`src/rtl/m_pkg.sv`:
```
// Shared decode constants, M-extension func3 encodings and the issue FSM state type.
package m_pkg;

  localparam logic [6:0] OpcodeOp    = 7'b0110011;
  localparam logic [6:0] Func7MulDiv = 7'b0000001;

  typedef enum logic [2:0] {
    F3Mul    = 3'b000,
    F3Mulh   = 3'b001,
    F3Mulhsu = 3'b010,
    F3Mulhu  = 3'b011,
    F3Div    = 3'b100,
    F3Divu   = 3'b101,
    F3Rem    = 3'b110,
    F3Remu   = 3'b111
  } func3_e;

  typedef enum logic [1:0] {
    StIdle  = 2'd0,
    StIssue = 2'd1,
    StDrain = 2'd2,
    StResp  = 2'd3
  } issue_state_t;

  function automatic logic [6:0] get_ir_opcode(input logic [31:0] ir);
    return ir[6:0];
  endfunction

  function automatic logic [6:0] get_ir_func7(input logic [31:0] ir);
    return ir[31:25];
  endfunction

  function automatic logic [4:0] get_ir_rd(input logic [31:0] ir);
    return ir[11:7];
  endfunction

  function automatic logic is_m_insn(input logic [31:0] ir);
    return (get_ir_opcode(ir) == OpcodeOp) && (get_ir_func7(ir) == Func7MulDiv);
  endfunction

endpackage

```
`src/rtl/m_pcpi_issue.sv`:
```
// Issue/stall adapter between EX and the PCPI M-extension unit.
// Optional watchdog on an unanswered request: define M_PCPI_TIMEOUT_EN.
module m_pcpi_issue
  import m_pkg::*;
#(
  parameter int unsigned TIMEOUT_CYCLES = 64
) (
  input  logic        clk,
  input  logic        resetn,
  input  logic        ex_valid_i,
  input  logic [31:0] ex_instr_i,
  input  logic [31:0] ex_rs1_i,
  input  logic [31:0] ex_rs2_i,
  input  logic        ex_flush_i,
  output logic        stall_o,
  output logic [31:0] m_result_o,
  output logic        m_result_valid_o,
  output logic        m_we_o,
  output logic [4:0]  m_rd_o,
  output logic        pcpi_valid_o,
  output logic [31:0] pcpi_insn_o,
  output logic [31:0] pcpi_rs1_o,
  output logic [31:0] pcpi_rs2_o,
  input  logic        pcpi_wr_i,
  input  logic [31:0] pcpi_rd_i,
  input  logic        pcpi_ready_i,
  input  logic        pcpi_busy_i,
  output logic        timeout_o
);

  issue_state_t state_q, state_d;

  logic [31:0] insn_q, rs1_q, rs2_q;
  logic [4:0]  rd_q;
  logic [31:0] result_q;
  logic [4:0]  m_rd_q;
  logic        we_q;
  logic        pcpi_valid_q;

  logic ex_is_m;
  logic start;
  logic wait_st;
  logic timeout_fire;
  logic resp_enter;

  assign ex_is_m = is_m_insn(ex_instr_i);
  assign start   = ex_valid_i && ex_is_m && !ex_flush_i;
  assign wait_st = (state_q == StIssue) || (state_q == StDrain);

  // Busy is informational only; sequencing relies on the ready pulse.
  logic unused_busy;
  assign unused_busy = pcpi_busy_i;

`ifdef M_PCPI_TIMEOUT_EN
  logic [7:0] tmo_cnt_q;
  logic       timeout_q;

  assign timeout_fire = wait_st && !pcpi_ready_i && (tmo_cnt_q == 8'(TIMEOUT_CYCLES - 1));
  assign timeout_o    = timeout_q;

  // Watchdog: counts cycles spent in ISSUE/DRAIN, restarting on every state entry.
  always_ff @(posedge clk or negedge resetn) begin
    if (!resetn) begin
      tmo_cnt_q <= '0;
      timeout_q <= 1'b0;
    end else begin
      timeout_q <= timeout_fire;
      if (!wait_st || (state_d != state_q)) begin
        tmo_cnt_q <= '0;
      end else begin
        tmo_cnt_q <= tmo_cnt_q + 8'd1;
      end
    end
  end
`else
  logic unused_tmo;
  assign unused_tmo   = ^32'(TIMEOUT_CYCLES);
  assign timeout_fire = 1'b0;
  assign timeout_o    = 1'b0;
`endif

  // Next-state decode; a ready pulse wins over a flush or a timeout in the same cycle.
  always_comb begin
    state_d = state_q;
    unique case (state_q)
      StIdle: begin
        if (start) state_d = StIssue;
      end
      StIssue: begin
        if (pcpi_ready_i || timeout_fire) begin
          state_d = ex_flush_i ? StIdle : StResp;
        end else if (ex_flush_i) begin
          state_d = StDrain;
        end
      end
      StDrain: begin
        // The unit cannot be aborted; wait for it to finish and drop the result.
        if (pcpi_ready_i || timeout_fire) state_d = StIdle;
      end
      StResp: begin
        // The M instruction still sitting in EX here is the one just completed.
        state_d = StIdle;
      end
      default: state_d = StIdle;
    endcase
  end

  assign resp_enter = (state_q == StIssue) && (state_d == StResp);

  // FSM state plus all registered request/response outputs.
  always_ff @(posedge clk or negedge resetn) begin
    if (!resetn) begin
      state_q      <= StIdle;
      insn_q       <= '0;
      rs1_q        <= '0;
      rs2_q        <= '0;
      rd_q         <= '0;
      result_q     <= '0;
      m_rd_q       <= '0;
      we_q         <= 1'b0;
      pcpi_valid_q <= 1'b0;
    end else begin
      state_q <= state_d;
      // Request drops right after ready so the unit never sees a stale request.
      pcpi_valid_q <= (state_d == StIssue) || (state_d == StDrain);
      if ((state_q == StIdle) && start) begin
        insn_q <= ex_instr_i;
        rs1_q  <= ex_rs1_i;
        rs2_q  <= ex_rs2_i;
        rd_q   <= get_ir_rd(ex_instr_i);
      end
      if (resp_enter) begin
        m_rd_q <= rd_q;
        if (pcpi_ready_i) begin
          result_q <= pcpi_rd_i;
          we_q     <= pcpi_wr_i && (rd_q != '0);
        end else begin
          // Timed-out request: report a zero result without writing the register file.
          result_q <= '0;
          we_q     <= 1'b0;
        end
      end
    end
  end

  // Pipeline hold: only M instructions wait, everything else keeps flowing during a drain.
  always_comb begin
    stall_o = 1'b0;
    unique case (state_q)
      StIdle:  stall_o = start;
      StIssue: stall_o = 1'b1;
      StDrain: stall_o = ex_valid_i && ex_is_m;
      StResp:  stall_o = 1'b0;
      default: stall_o = 1'b0;
    endcase
  end

  assign m_result_valid_o = (state_q == StResp) && !ex_flush_i;
  assign m_we_o           = m_result_valid_o && we_q;
  assign m_result_o       = result_q;
  assign m_rd_o           = m_rd_q;
  assign pcpi_valid_o     = pcpi_valid_q;
  assign pcpi_insn_o      = insn_q;
  assign pcpi_rs1_o       = rs1_q;
  assign pcpi_rs2_o       = rs2_q;

endmodule

```
`config.mk`:
```
export PLATFORM = sky130hd
export DESIGN_NAME = m_pcpi_issue
export DESIGN_NICKNAME = d
export VERILOG_FILES = /design/src/rtl/m_pkg.sv /design/src/rtl/m_pcpi_issue.sv
export SDC_FILE = /design/constraint.sdc
export NUM_CORES = 1
export LEC_CHECK = 0
export BUFFER_PORTS_ARGS = -buffer_cell sky130_fd_sc_hd__buf_4
export CAP_MARGIN = 10
export CORE_MARGIN = 4
export CORE_UTILIZATION = 43
export CTS_BUF_LIST = sky130_fd_sc_hd__clkbuf_4 sky130_fd_sc_hd__clkbuf_8
export DETAILED_ROUTE_END_ITERATION = 7
export MAX_ROUTING_LAYER = met4
export PLACE_DENSITY = 0.77
export SETUP_SLACK_MARGIN = 0.02
export SLEW_MARGIN = 20
export SYNTH_ARGS = -nofsm -noshare
export SYNTH_HDL_FRONTEND = slang
export SYNTH_SLANG_ARGS = --single-unit
```
`constraint.sdc`:
```
create_clock -name clk -period 4.6 [get_ports clk]
set_input_delay 0 -clock clk [delete_from_list [all_inputs] [get_ports clk]]
set_output_delay 0 -clock clk [all_outputs]
set_load 0.005 [all_outputs]
```
==> metrics.md <==
| Metric | Value |
|---|---|
| Slowest CP cell | dfrtp_1 |
| Synthesized instance count | around 380 |
| Clk pin slew, worst setup/hold paths | 0.07 ns |
| Share of layout cells above drive strength 1 | 48.6% |
| Final wirelength | 18200 um |
| Routed length per instance | roughly 19 um |
| Power Dens Cells | between 200 and 300 mW/mm^2 |
| Synth Area per Inst | 13.8 um^2 |
| Filler cell count in the final layout | approximately 650 |
| Setup repair after global routing missed its margin | false |
| Slew Limit Fails | 0 |
| # setup viols final | 0 |
| Clock skew | around 0.011 ns |
| Via count | approximately 4700 |
| Ports | ~270 |
| Iteration-0 DRC Markers | around 330 |
| Vias in the first global route | about 5400 |
| Crit start category | flop |
| Post-Syn Area | between 0.005 and 0.006 mm^2 |
| Design Power | about 2400 uW |
| Die Wd | 119 um |
| Register area share after synthesis | 64.9% |
| Gr usage total | ~27% |
| Total Nets Final | 935 |
| Clk sinks | approximately 140 |
| Core Region | approximately 0.012 mm^2 |
| CTS tree | yes |
| Setup_tns | 0 ns |
| Post-route minimum period | 2.33 ns |
| Critical R2R Launch | state_q[1] |
| Clk network pwr share | around two fifths |
| R2r setup slk | roughly 2.3 ns |
| Clock Tree Root | clkbuf_8 |
| Num CTS Buffers | 17 |
| Chip height | 119 um |
| Largest fanout on the critical path | slightly above 70 |
| CTS Buffer Depth | 2 |
| Routed Antenna Nets | 0 |
| Clk_lat worst skew | between 0.4 and 0.5 ns |
| Max Clk Rate | between 0.4 and 0.5 GHz |
| Comb power frac | about a tenth |
| Initial Utilization | roughly 44% |
| Rows | 40 |
| Syn Nets | 518 |
| Yosys cell types | 27 |
| Worst Hold Slack | about 0.028 ns |
| Port Buffers | 270 |
| Crit path cell chain | nor2b_1 > a21oi_1 > o21ai_0 > ha_1 > nand2_4 > nand2_1 > o21ai_0 |
| Die ar. | approximately 0.014 mm^2 |
| Gr ovfl total | 0 |
| DR DRC count | 0 |
| CP Data Required Time | ~5 ns |
| RD Place Congestion | ~0.80 |
| Initial antenna violation count | 0 |
| Hold Path Class | input port to flop |
| Fin cells | 960 |
| Placed Cells incl. Taps | between 700 and 800 |
| Rel. slew slack | a little under a third |
| Area grow syn2layout | 75.8% |
| Crit-path max cell delay | between 0.4 and 0.5 ns |
| Final design utilization | between 70 and 80% |
| Largest net degree at the start of global routing | 74 |
| Area of the multi-input gates | ~0.0017 mm^2 |
| Worst setup path start | state_q[1] |
| Peak supply drop | roughly 0.00024 V |
| Switch share | approximately 22% |
| Fin. Hold Viols | 0 |
| Leak | ~0.005 uW |
| Max capacitance violation total | 0 |
| Switch Pwr | 526 uW |
| Min-delay src | pcpi_ready_i |
| Register share of total power | 49.7% |
| Internal power | 1910 uW |
| Synthesis warning total | 0 |
| Setup CP Type | flop to flop |
| Register area | 0.00343 mm^2 |
| Drt first pass iters | 4 |
| Crit path capture type | flop |
| Synth Register Bits | about 140 |
| Bufs and invs on worst path | 0 |
| Dpl hpwl | just over 10000 um |
| First-pass GRT wire length | 28600 um |
| Htree depth | 4 |
| Top delay family on crit path | simple AND/OR/NAND/NOR gates |
| Crit path DAT | roughly 2.6 ns |
| Worst-Margin Slew | approximately 1.0 ns |
| Vias per cell | between 4 and 5 |
| Final critical-path share of the clock period | between 50% and 60% |
| Status | finished, final reports clean |
| Worst path most repeated cell | o21ai_0 |
==> kinds of logic (layout without fill, tap and decap cells) <==
group,count (synthesis),count (layout),synth area share [%]
muxes,87,87,20.4
other,1,2,0.0710
buffers and inverters,25,455,2.56
and+or+nand+nor,92,92,8.07
DFF,137,137,64.9
adders and majority gates,1,1,0.237
AOI/OAI and AO/OA,39,39,3.81
==> worst reg2reg max path: stages, from the launching register on <==
cell	delay (ns)
dfrtp_1	0.44
nor2b_1	0.31
a21oi_1	0.12
o21ai_0	0.25
ha_1	0.25
nand2_4	0.36
nand2_1	0.30
o21ai_0	0.13
==> layer usage <==
| metal | vias to the layer above | part of all wire [%] | GRT usage, % |
|---|---|---|---|
| li1 | 2117 | - | - |
| met1 | 2342 | 36 | 28.6 |
| met2 | 196 | 55 | 47.7 |
| met3 | 47 | 5.5 | 6.70 |
| met4 | 0 | 3.5 | 12.1 |
| met5 | - | 0 | - |
==> final timing paths <==
check / end / cells after the start
min in group asynchronous: pcpi_rs2_o[19] / 2
max: m_result_o[3] / 7
max reg2reg: m_result_o[3] / 7
min: m_result_o[27] / 3
min reg2reg: pcpi_insn_o[0] / 1
max in group asynchronous: pcpi_insn_o[8] / 3
==> cell usage after synthesis <==
cell type	n	share of area, %
nor3_1	1	0.095
conb_1	1	0.071
clkbuf_1	12	0.85
o211ai_1	1	0.14
buf_6	4	0.85
o22ai_1	1	0.12
o21ai_0	35	3.3
or4_1	2	0.28
nor4b_2	1	0.28
nor4bb_1	1	0.19
nor2b_1	2	0.24
nand4_1	1	0.12
nand3_1	1	0.095
a211oi_1	1	0.14
buf_4	1	0.14
nand2_1	66	4.7
and3_1	1	0.12
and2_1	10	1.2
dfrtp_1	137	65
mux2_2	61	13
ha_1	1	0.24
nand2b_1	5	0.59
mux2_4	26	7.4
and4b_1	1	0.19
buf_2	6	0.57
inv_1	2	0.14
a21oi_1	1	0.095
==> final cells by class <==
type | instances | share of cell area (%)
flip-flops and latches | 137 | 36.9
clock buffers | 26 | 3.72
inverters | 2 | 0.0808
multi-input cells | 220 | 18.7
repair buffers | 421 | 38.0
well taps | 147 | 1.98
clock inverters | 6 | 0.646
diodes | 1 | 0.0269
==> metrics by stage <==
| stage | worst slack [ns] | instance area, um^2 |
|---|---|---|
| 6_report | 2.27 | 9290 |
| 5_1_grt | 2.07 | 9290 |
| 4_1_cts | 2.05 | 9280 |
| 3_5_place_dp | 2.00 | 7400 |
| 3_3_place_gp | 2.09 | 7400 |
| 2_1_floorplan | 2.74 | 5290 |
==> power groups by stage <==
stage / combinational (uW) / sequential (uW) / clock, uW
finish: 242 / 1210 / 982
global route: 260 / 1210 / 1060
CTS: 235 / 1210 / 999
detailed placement: 133 / 1230 / 0
global placement: 130 / 1230 / 0
floorplan: 14.3 / 1230 / 0
==> sequential cells by signal, indices dropped and copies added (netlist names) <==
name          flops
m_result_o       32
pcpi_insn_o      32
pcpi_rs1_o       32
pcpi_rs2_o       32
m_rd_o            5
state_q           2
pcpi_valid_o      1
we_q              1
==> cell usage in the layout, fill, tap and decap left out, drive strengths merged, types with 2 or more instances in the layout <==
| cell | count |
|---|---|
| nor2b | 2 |
| clkbuf | 26 |
| or4 | 2 |
| inv | 2 |
| clkinv | 3 |
| nand2 | 66 |
| buf | 273 |
| dfrtp | 137 |
| dlygate4sd3 | 148 |
| o21ai | 35 |
| clkinvlp | 2 |
| and2 | 10 |
| mux2 | 87 |
| nand2b | 5 |
==> timing repair <==
item,in CTS,in global routing
setup endpoints to repair,0,0
gates resized for setup,0,0
buffers inserted,0,0
hold buffers,148,0
endpoints found under the hold margin,163,0
Power figures use the tool's default switching activity.
